File: config.mk
export PLATFORM = sky130hd
export DESIGN_NAME = alu_arbiter
export DESIGN_NICKNAME = d
export VERILOG_FILES = /design/src/rtl/alu_arbiter.sv
export SDC_FILE = /design/constraint.sdc
export NUM_CORES = 1
export LEC_CHECK = 0
export ABC_AREA = 1
export BUFFER_PORTS_ARGS = -buffer_cell sky130_fd_sc_hd__buf_4
export CAP_MARGIN = 40
export CORE_MARGIN = 2
export CORE_UTILIZATION = 46
export DETAILED_ROUTE_END_ITERATION = 8
export PLACE_DENSITY = 0.8
export SKIP_CTS_REPAIR_TIMING = 1
export SYNTH_ARGS = -nofsm -noshare
export SYNTH_HDL_FRONTEND = slang
export SYNTH_SLANG_ARGS = --single-unit
File: constraint.sdc
create_clock -name clk -period 2.23 [get_ports clk]
set_input_delay 0.3345 -clock clk [delete_from_list [all_inputs] [get_ports clk]]
set_output_delay 0.3345 -clock clk [all_outputs]
set_load 0.02 [all_outputs]
File: src/rtl/alu_arbiter.sv
// Round-robin arbiter that shares one registered ALU between two requesters.
// Holds the operands for the ALU latency, then returns the result to the requester that issued the operation.
module alu_arbiter #(
    parameter int WIDTH       = 32,
    parameter int ALU_LATENCY = 1
) (
    input  logic               clk,
    input  logic               rst,
    input  logic [1:0]         req_valid,
    output logic [1:0]         req_ready,
    input  logic [5:0]         req_op,
    input  logic [2*WIDTH-1:0] req_a,
    input  logic [2*WIDTH-1:0] req_b,
    output logic [1:0]         rsp_valid,
    output logic [WIDTH-1:0]   rsp_result,
    output logic               rsp_zero,
    output logic               rsp_overflow,
    output logic               rsp_err,
    output logic               busy,
    output logic [2:0]         alu_op,
    output logic [WIDTH-1:0]   alu_a,
    output logic [WIDTH-1:0]   alu_b,
    input  logic [WIDTH-1:0]   alu_result,
    input  logic               alu_overflow
);

    typedef enum logic [1:0] {IDLE, EXEC, RESP} state_t;

    localparam logic [3:0] CNT_INIT = 4'(ALU_LATENCY - 1);

    state_t     state;
    logic       last_grant;
    logic       tag;
    logic       err;
    logic [3:0] cnt;
    logic [1:0] grant;
    logic       hs;
    logic       sel;
    logic [2:0] sel_op;
    logic       sel_legal;

    // On a tie, the requester that did not win the last handshake goes first.
    always_comb begin
        grant = 2'b00;
        if (state == IDLE && !rst) begin
            case (req_valid)
                2'b01:   grant = 2'b01;
                2'b10:   grant = 2'b10;
                2'b11:   grant = last_grant ? 2'b01 : 2'b10;
                default: grant = 2'b00;
            endcase
        end
    end

    assign req_ready = grant;
    assign hs        = |(req_valid & grant);
    assign sel       = grant[1];
    assign sel_op    = sel ? req_op[5:3] : req_op[2:0];
    assign sel_legal = (sel_op[1:0] != 2'b11);
    assign busy      = (state != IDLE);
    assign rsp_err   = err;

    always_ff @(posedge clk) begin
        if (rst) begin
            state        <= IDLE;
            last_grant   <= 1'b1;
            tag          <= 1'b0;
            err          <= 1'b0;
            cnt          <= 4'd0;
            rsp_valid    <= 2'b00;
            rsp_result   <= '0;
            rsp_zero     <= 1'b0;
            rsp_overflow <= 1'b0;
            alu_op       <= 3'b000;
            alu_a        <= '0;
            alu_b        <= '0;
        end else begin
            case (state)
                IDLE: begin
                    if (hs) begin
                        tag        <= sel;
                        last_grant <= sel;
                        if (sel_legal) begin
                            alu_op <= sel_op;
                            alu_a  <= sel ? req_a[2*WIDTH-1:WIDTH] : req_a[WIDTH-1:0];
                            alu_b  <= sel ? req_b[2*WIDTH-1:WIDTH] : req_b[WIDTH-1:0];
                            cnt    <= CNT_INIT;
                            state  <= EXEC;
                        end else begin
                            // Illegal opcodes never reach the ALU; answer at once with an error.
                            err          <= 1'b1;
                            rsp_result   <= '0;
                            rsp_zero     <= 1'b0;
                            rsp_overflow <= 1'b0;
                            rsp_valid    <= sel ? 2'b10 : 2'b01;
                            state        <= RESP;
                        end
                    end
                end
                EXEC: begin
                    if (cnt != 4'd0) begin
                        cnt <= cnt - 4'd1;
                    end else begin
                        rsp_result   <= alu_result;
                        rsp_zero     <= (alu_result == '0);
                        rsp_overflow <= alu_overflow;
                        rsp_valid    <= tag ? 2'b10 : 2'b01;
                        state        <= RESP;
                    end
                end
                RESP: begin
                    rsp_valid <= 2'b00;
                    err       <= 1'b0;
                    state     <= IDLE;
                end
                default: state <= IDLE;
            endcase
        end
    end

endmodule
; Word-level counts from Yosys, hierarchy flattened
; Index checks and enable logic that the tools add are counted.
[word_totals]
elab_cells = 75
ff_bits = 112
out_inout_bits = 107
[classes]
reduce_logical = 17
addsub = 1
n_mux = 33
eq_ne = 11
n_bitwise = 1
[op_table]
columns = op, n
row1 = two-way mux 32 bit, 5
row2 = case mux 32 bit (2 select lines), 1
row3 = zero test 32 bit, 1
row4 = two-way mux 2 bit, 10
row5 = two-way mux 4 bit, 3
row6 = "inequality test 2 bit, second input constant", 6
row7 = case mux 2 bit (3 select lines), 2
row8 = AND reduction 4 bit, 3
row9 = case mux 4 bit (2 select lines), 1
row10 = "== test 2 bit, second input constant", 3
row11 = two-way mux 1 bit, 6
row12 = case mux 1 bit (2 select lines), 3
row13 = AND reduction 3 bit, 2
row14 = nonzero test 2 bit, 3
row15 = "== test 2 x 1 -> 1 bit, second input constant", 2
row16 = case mux 2 bit (2 select lines), 1
row17 = AND reduction 2 bit, 2
row18 = nonzero test 4 bit, 1
row19 = "subtractor 4 x 1 -> 4 bit, second input constant", 1
row20 = two-way mux 3 bit, 1
row21 = nonzero test 3 bit, 1
row22 = bitwise AND 2 bit, 1
row23 = zero test 2 bit, 1
row24 = OR reduction 2 bit, 1
row25 = 2 further kinds, 2

; Longest topological paths before layout
; Gate-level depths: netlist (run 1).
[depth]
depth_word = 8
ltp_mapped = 13

; Worst setup path before layout (run 1)
; Ideal clock, no wire load.
[synth_timing]
path_type = reg-to-reg
start = register state[0]
end = register alu_a[0]
stages_incl_launch_ff = 13
setup_ns = 0.116
period_less_slack_ns = 1.925
slack_ns = 0.305
t_arrival_ns = 1.809
required_time_ns = 2.114
path_cell_list = dfxtp_1 > inv_1 > ha_1 > inv_2 > nor2_2 > o21ai_2 > inv_2 > nand3_1 > nand2_1 > buf_2 > buf_2 > nand3_1 > o211a_1
[synth_between]
elab_chain_cells = 6
word_cells_on_any_way = 9
cone_classes = eq/ne: 1 / mux: 3 / bitwise: 1 / reduce/logical: 4
[synth_rtl]
columns = element, line_no
row1 = start: declaration, 31  ; state_t state;
row2 = start signal: assignment, 65  ; state <= IDLE;
row3 = start signal: assignment, 88  ; state <= EXEC;
row4 = start signal: assignment, 96  ; state <= RESP;
row5 = zero test 2 bit (*), "45, 78"
row6 = logical AND 1 bit, 45  ; if (state == IDLE && !rst) begin
row7 = two-way mux 2 bit, 45
row8 = two-way mux 3 bit / bitwise AND 2 bit (equally long branches), "58, 56"
row9 = inequality test 2 bit / OR reduction 2 bit (equally long branches), "59, 56"
row10 = AND reduction 3 bit (no line), -
row11 = end signal: assignment, 85  ; alu_a <= sel ? req_a[2*WIDTH-1:WIDTH] : req_a[WIDTH-1:0];
row12 = end: declaration, 21  ; output logic [WIDTH-1:0] alu_a,
; Every way passes the cells marked *; elsewhere a longest branch is shown, timed or not.
; A chain may end at the register's enable or synchronous reset.

; Worst setup path in the final report (run 1)
[layout_timing]
start = register state[0]
end = output req_ready[1]
[layout_between]
elab_chain_cells = 3
[layout_rtl]
columns = element, line_no
row1 = zero test 2 bit, 45
row2 = logical AND 1 bit, 45
row3 = two-way mux 2 bit, 45
row4 = end: declaration, 10  ; output logic [1:0] req_ready,
; Every way passes these cells.

==> results of run 1 <==
flip-flops by register name, indices dropped and copies added (netlist names):
register / flops
tag: 1
alu_a: 32
cnt: 4
rsp_result: 32
rsp_overflow: 1
rsp_zero: 1
state: 2
last_grant: 1
rsp_err: 1
alu_b: 32
rsp_valid: 2
alu_op: 3
cells in the final DEF (no fill, tap or decap), types with 3 or more instances in the layout:
cell type,n
sky130_fd_sc_hd__nand2_1,185
sky130_fd_sc_hd__clkbuf_8,3
sky130_fd_sc_hd__o21ai_0,71
sky130_fd_sc_hd__nand4_1,32
sky130_fd_sc_hd__inv_2,3
sky130_fd_sc_hd__buf_4,288
sky130_fd_sc_hd__nand2_2,3
sky130_fd_sc_hd__nor2_1,60
sky130_fd_sc_hd__a21oi_1,9
sky130_fd_sc_hd__ha_1,4
sky130_fd_sc_hd__inv_1,82
sky130_fd_sc_hd__nor3_1,6
sky130_fd_sc_hd__nand3_1,73
sky130_fd_sc_hd__dfxtp_1,112
sky130_fd_sc_hd__clkbuf_16,10
sky130_fd_sc_hd__o211a_1,67
sky130_fd_sc_hd__buf_12,5
sky130_fd_sc_hd__clkinv_2,3
worst max-delay path, delay by kind of cell, from the launching register on:
kind	cells	cell delay [ps]
buffers and inverters	3	550
AND/OR/NAND/NOR	2	320
adder cells (fa/ha/maj)	1	200
flip-flops	1	340
cell type report:
cell class                 count  area (sq um)
fill                        1054          3830
multi-input combinational    528          2810
timing repair buffer         294          2290
sequential                   112          2240
inverter                      85           319
clock buffer                  13           270
tap                          147           184
clock inverter                 3          15.0
logic make-up (layout without fill, tap and decap cells):
logic type / Yosys count / in the layout / synth area share [%]
simple gates: 367 / 367 / 28.2
xor+xnor: 2 / 2 / 0.312
compound gates: 154 / 154 / 19.9
flops: 112 / 112 / 39.9
buf+inv: 150 / 395 / 10.5
fa+ha+maj: 5 / 5 / 1.11
worst min path at each step:
stage | from | end | depth (start not counted)
6_report | rst | cnt[2] | 2
5_1_grt | rst | cnt[3] | 2
4_1_cts | rst | cnt[3] | 2
3_5_place_dp | last_grant | last_grant | 2
3_3_place_gp | last_grant | last_grant | 2
2_1_floorplan | last_grant | last_grant | 2
synth_stat cells, drive strengths merged:
| cell type | number |
|---|---|
| nor3 | 6 |
| nand4 | 32 |
| o21bai | 1 |
| nand3 | 74 |
| nor4 | 2 |
| nor2 | 62 |
| o211a | 67 |
| a21oi | 10 |
| clkbuf | 36 |
| dfxtp | 112 |
| inv | 85 |
| a211oi | 2 |
| ha | 5 |
| a31oi | 1 |
| nand2 | 189 |
| xnor2 | 2 |
| or2 | 2 |
| buf | 29 |
| o21ai | 73 |
power breakdown:
| group | switching, mW | internal (mW) |
|---|---|---|
| logic | 3.14 | 2.13 |
| registers | 0.383 | 2.71 |
| clock network | 0.737 | 0.846 |
| total | 4.26 | 5.68 |
per-stage QoR:
step	util, %	instances
6_report	68.0	1182
2_1_floorplan	-	790
5_1_grt	68.0	1182
3_3_place_gp	65.2	1165
4_1_cts	67.6	1181
3_5_place_dp	65.2	1165
routing by layer:
metal  routed length [um]  up-vias  GRT usage (%)  part of all wire, %
li1                     -     3090              -                    -
met1                 7310     2859           31.2                   40
met2                 9080      218           46.0                   50
met3                 1580       26           11.5                  8.6
met4                  350        0           8.21                  1.9
met5                    0        -              0                    0
==> results.md, run 1 <==
| Quantity | This run |
| --- | --- |
| Initial Utilization | 47.0% |
| Critical R2R Capture | alu_a[8] |
| Top-level port count | 278 |
| TNS Setup | 0 ps |
| Area added between synthesis and finish | 44.6% |
| Post-synthesis cell count | 790 |
| Insertion delay of the later-clocked pin in the worst-skew pair | 360 ps |
| Area share of the largest cell type after synthesis | 39.9% |
| Cell Chain, Critical Path | inv_1, ha_4, nand2_2, nor2_4, buf_12, buf_4 |
| Average via count per standard cell | 5.24 |
| Antenna violations before repair | 0 |
| Chip Height | 115 um |
| Clock root buffer master | sky130_fd_sc_hd__clkbuf_16 |
| DIE AREA | 0.0131 sq mm |
| Slowest cell delay on critical path | 340 ps |
| Average wire per standard cell | 15.5 um |
| Number of levels the H-tree was split into | 3 |
| Count of unresolved DRC violations after routing | 0 |
| Worst setup EP type | primary output |
| RSZ-0062 raised after global routing | no |
| Worst setup path end | req_ready[1] |
| Class of the tightest hold or removal check | in2reg |
| Total placed instance area | 0.00779 sq mm |
| Number of cell rows | 40 |
| Number of antenna-violating nets in the routed design | 0 |
| Post-Syn Area | 0.00562 sq mm |
| Leakage | 4.32 nW |
| Mean Syn Cell Area | 7.12 sq um |
| Routability cong. | 0.838 |
| Buffers from clock root to sink, at most | 2 |
| Measured slew at the worst slew-check pin | 741 ps |
| Area of all placed cells without fillers | 0.00813 sq mm |
| Via count of the routed design | 6,193 |
| Worst Hold Slack | 213 ps |
| VDD IR max | 785 uV |
| Via count of the first global-routing pass | 5,866 |
| RR Startpoint | state[0] |
| CTS tree | yes |
| Clock Pin Slew Worst Setup and Hold Paths | 70 ps |
| Standard cell with the maximum stage delay on the critical path | sky130_fd_sc_hd__dfxtp_1 |
| Die W | 115 um |
| Kind of critical path | reg2out |
| Count of input and output buffers | 277 |
| Library cell occupying the most area in the post-synthesis netlist | sky130_fd_sc_hd__dfxtp_1 |
| Critical path arrival | 1790 ps |
| Status | finished clean |
| Wire length of the first global-routing pass | 28,400 um |
| Worst setup path start | state[0] |
| Slew headroom | 50.6% |
| Initial DRC count | 481 |
| Crit-path max FO | 35 |
| Clk sinks | 112 |
| Power Total | 9.94 mW |
| Post-route worst setup slack | 109 ps |
| Placement-stage worst setup slack | 70.8 ps |
| Max Fclk | 472 MHz |
| Routed WL | 18,300 um |
| Net Count, Synth | 966 |
| Sequential cell area fraction in the yosys report | 39.9% |
| Post-route clock period utilization | 95.1% |
| Ratio of total power to cell area | 1220 mW/mm^2 |
| Data required time at the worst endpoint | 1900 ps |
| Core Region | 0.0120 sq mm |
| Detailed Routing Iterations Pass 1 | 7 |
| Fraction of layout instances using a drive strength above 1 | 31.3% |
| HPWL after detailed placement | 12,700 um |
| Max-cap violation count | 0 |
| Critical Path Source Type | register |
| Number of cells traversed by the worst register-to-register path | 11 |
| Leading post-synthesis cells by cell area | sky130_fd_sc_hd__dfxtp_1 (40%), sky130_fd_sc_hd__nand2_1 (12%), sky130_fd_sc_hd__o211a_1 (12%) |
| Diode insertion count for antenna repair | 0 |
| Synth cell types | 27 |
| Count of nets after finishing | 1,206 |
| Final hold violation count | 0 |
| Number of pins exceeding their max-slew limit in the final report | 0 |
| Number of clock buffers inserted by TritonCTS | 9 |
| Final setup fails | 0 |
| Worst reg2reg setup slack | 230 ps |
| Grt ovf | 0 |
| Ys Warns | 0 |
| Overall fraction of global-route tracks in use | 27.2% |
| Pin count of the biggest net entering global routing | 70 |
| Shortest period the worst path allows | 2120 ps |
| Register bit total from synthesis | 112 |
| Post-route clock skew | 6.69 ps |
Power figures use the tool's default switching activity.
==> run 2, diff against run 1 <==
SETUP_SLACK_MARGIN = 0.2   (was not set)
==> results.md, run 2 (synthesis gave the netlist of run 1 again) <==
| Quantity | This run | Change |
| --- | --- | --- |
| Top-level port count | 278 | unchanged |
| Fraction of layout instances using a drive strength above 1 | 33.0% | +1.6 points |
| Count of input and output buffers | 277 | unchanged |
| Class of the tightest hold or removal check | in2reg |  |
| Worst setup EP type | register |  |
| Final hold violation count | 0 | unchanged |
| Die W | 115 um | unchanged |
| Area added between synthesis and finish | 49.6% |  |
| Critical path arrival | 2190 ps | +400 ps |
| Routed WL | 20,000 um | +9.1% |
| Core Region | 0.0120 sq mm | unchanged |
| Measured slew at the worst slew-check pin | 743 ps | +1.41 ps |
| Crit-path max FO | 5 | -86% |
| Routability cong. | 0.838 | unchanged |
| Ratio of total power to cell area | 1230 mW/mm^2 | +0.81% |
| Data required time at the worst endpoint | 2480 ps | +580 ps |
| Commonest non-fill, non-tap cells in the layout | sky130_fd_sc_hd__buf_4 (291), sky130_fd_sc_hd__nand2_1 (185), sky130_fd_sc_hd__dfxtp_1 (111) |  |
| Max-cap violation count | 0 | unchanged |
| Shortest period the worst path allows | 1950 ps | -175 ps |
| Initial Utilization | 47.0% | unchanged |
| Largest registers | alu_a: 32 flops, alu_b: 32 flops, rsp_result: 32 flops |  |
| Average via count per standard cell | 5.37 | +2.6% |
| Number of pins exceeding their max-slew limit in the final report | 0 | unchanged |
| Final setup fails | 0 | unchanged |
| Leading cell type in the layout, fill and taps excluded | sky130_fd_sc_hd__buf_4 |  |
| Number of clock buffers inserted by TritonCTS | 9 | unchanged |
| Critical Path Source Type | register |  |
| Overall fraction of global-route tracks in use | 27.2% | unchanged |
| Clock root buffer master | sky130_fd_sc_hd__clkbuf_16 |  |
| Grt ovf | 0 | unchanged |
| Worst Hold Slack | 228 ps | +15.8 ps |
| Initial DRC count | 471 | -2.1% |
| Wire length of the first global-routing pass | 28,400 um | unchanged |
| Antenna violations before repair | 0 | unchanged |
| Number of levels the H-tree was split into | 3 | unchanged |
| Power Total | 10.4 mW | +4.3% |
| Pin count of the biggest net entering global routing | 70 | unchanged |
| Kind of critical path | reg2reg |  |
| RSZ-0062 raised after global routing | no |  |
| HPWL after detailed placement | 12,700 um | unchanged |
| Max Fclk | 514 MHz | +9.0% |
| Slew headroom | 50.5% | -0.094 points |
| Post-route clock period utilization | 87.3% | -7.8 points |
| Detailed Routing Iterations Pass 1 | 7 | unchanged |
| DIE AREA | 0.0131 sq mm | unchanged |
| Clk sinks | 112 | unchanged |
| Buffers from clock root to sink, at most | 2 | unchanged |
| Average wire per standard cell | 16.7 um | +8.0% |
| Number of cell rows | 40 | unchanged |
| CTS tree | yes |  |
| Diode insertion count for antenna repair | 0 | unchanged |
| Number of antenna-violating nets in the routed design | 0 | unchanged |
| Via count of the routed design | 6,416 | +3.6% |
| Chip Height | 115 um | unchanged |
| Insertion delay of the later-clocked pin in the worst-skew pair | 360 ps | about the same |
| Via count of the first global-routing pass | 5,866 | unchanged |
| Status | finished clean |  |
| Count of unresolved DRC violations after routing | 0 | unchanged |
| Leakage | 4.44 nW | +2.9% |
| Count of nets after finishing | 1,218 | +1.0% |
| VDD IR max | 790 uV | +0.57% |
| Post-route clock skew | 7.78 ps | +1.09 ps |
| Clock Pin Slew Worst Setup and Hold Paths | 70 ps | about the same |
run 2: cell count changes in the layout (fill, tap and decap cells not counted), sizes merged:
cell and change:
buf +4, nand2 +1, clkbuf +7
run 2: power by group:
| group | internal, mW | switching, mW |
|---|---|---|
| Sequential | 2.71 | 0.389 |
| Clock | 0.846 | 0.745 |
| Combinational | 2.36 | 3.32 |
run 2: area by class of cell:
type                            count  area (sq um)
Clock buffer                       13           270
Clock inverter                      3          15.0
Fill cell                        1012          3550
Inverter                           85           319
Multi-Input combinational cell    529          2870
Sequential cell                   112          2240
Tap cell                          147           184
Timing Repair Buffer              305          2510
run 2: worst paths after layout:
path / to / slack, ps / depth (start not counted) / start
max: cnt[1] / 280 / 11 / state[1]
min: cnt[2] / 230 / 2 / rst
max reg2reg: cnt[1] / 280 / 11 / state[1]
min reg2reg: last_grant / 490 / 2 / last_grant
run 2: critical path, cell delays in order, from the launching register on:
cell and delay [ps]:
sky130_fd_sc_hd__dfxtp_1 390, sky130_fd_sc_hd__inv_2 70, sky130_fd_sc_hd__ha_4 190, sky130_fd_sc_hd__inv_2 110, sky130_fd_sc_hd__nor2_4 50, sky130_fd_sc_hd__nand4_1 140
sky130_fd_sc_hd__nand2_1 100, sky130_fd_sc_hd__buf_4 140, sky130_fd_sc_hd__nand3_1 200, sky130_fd_sc_hd__nand2_1 170, sky130_fd_sc_hd__o21ai_0 210, sky130_fd_sc_hd__nor2_1 60
run 2: per-layer routing:
layer	vias to the layer above	wire length (um)	track usage (%)
met4	0	416	8.21
met3	30	1920	11.5
met2	275	9860	46.0
li1	3119	-	-
met1	2992	7790	31.2
met5	-	0	0
run 2: per-stage QoR:
step | cells | TNS, ps | util [%] | worst slack, ps | area, sq um
floorplan | 790 | 0 | - | 305 | 5620
global placement | 1165 | 0 | 65.2 | 212 | 7790
detailed placement | 1165 | 0 | 65.2 | 70.8 | 7790
CTS | 1181 | -45.9 | 67.6 | -45.9 | 8080
global route | 1194 | 0 | 70.3 | 148 | 8410
finish | 1194 | 0 | 70.3 | 284 | 8410
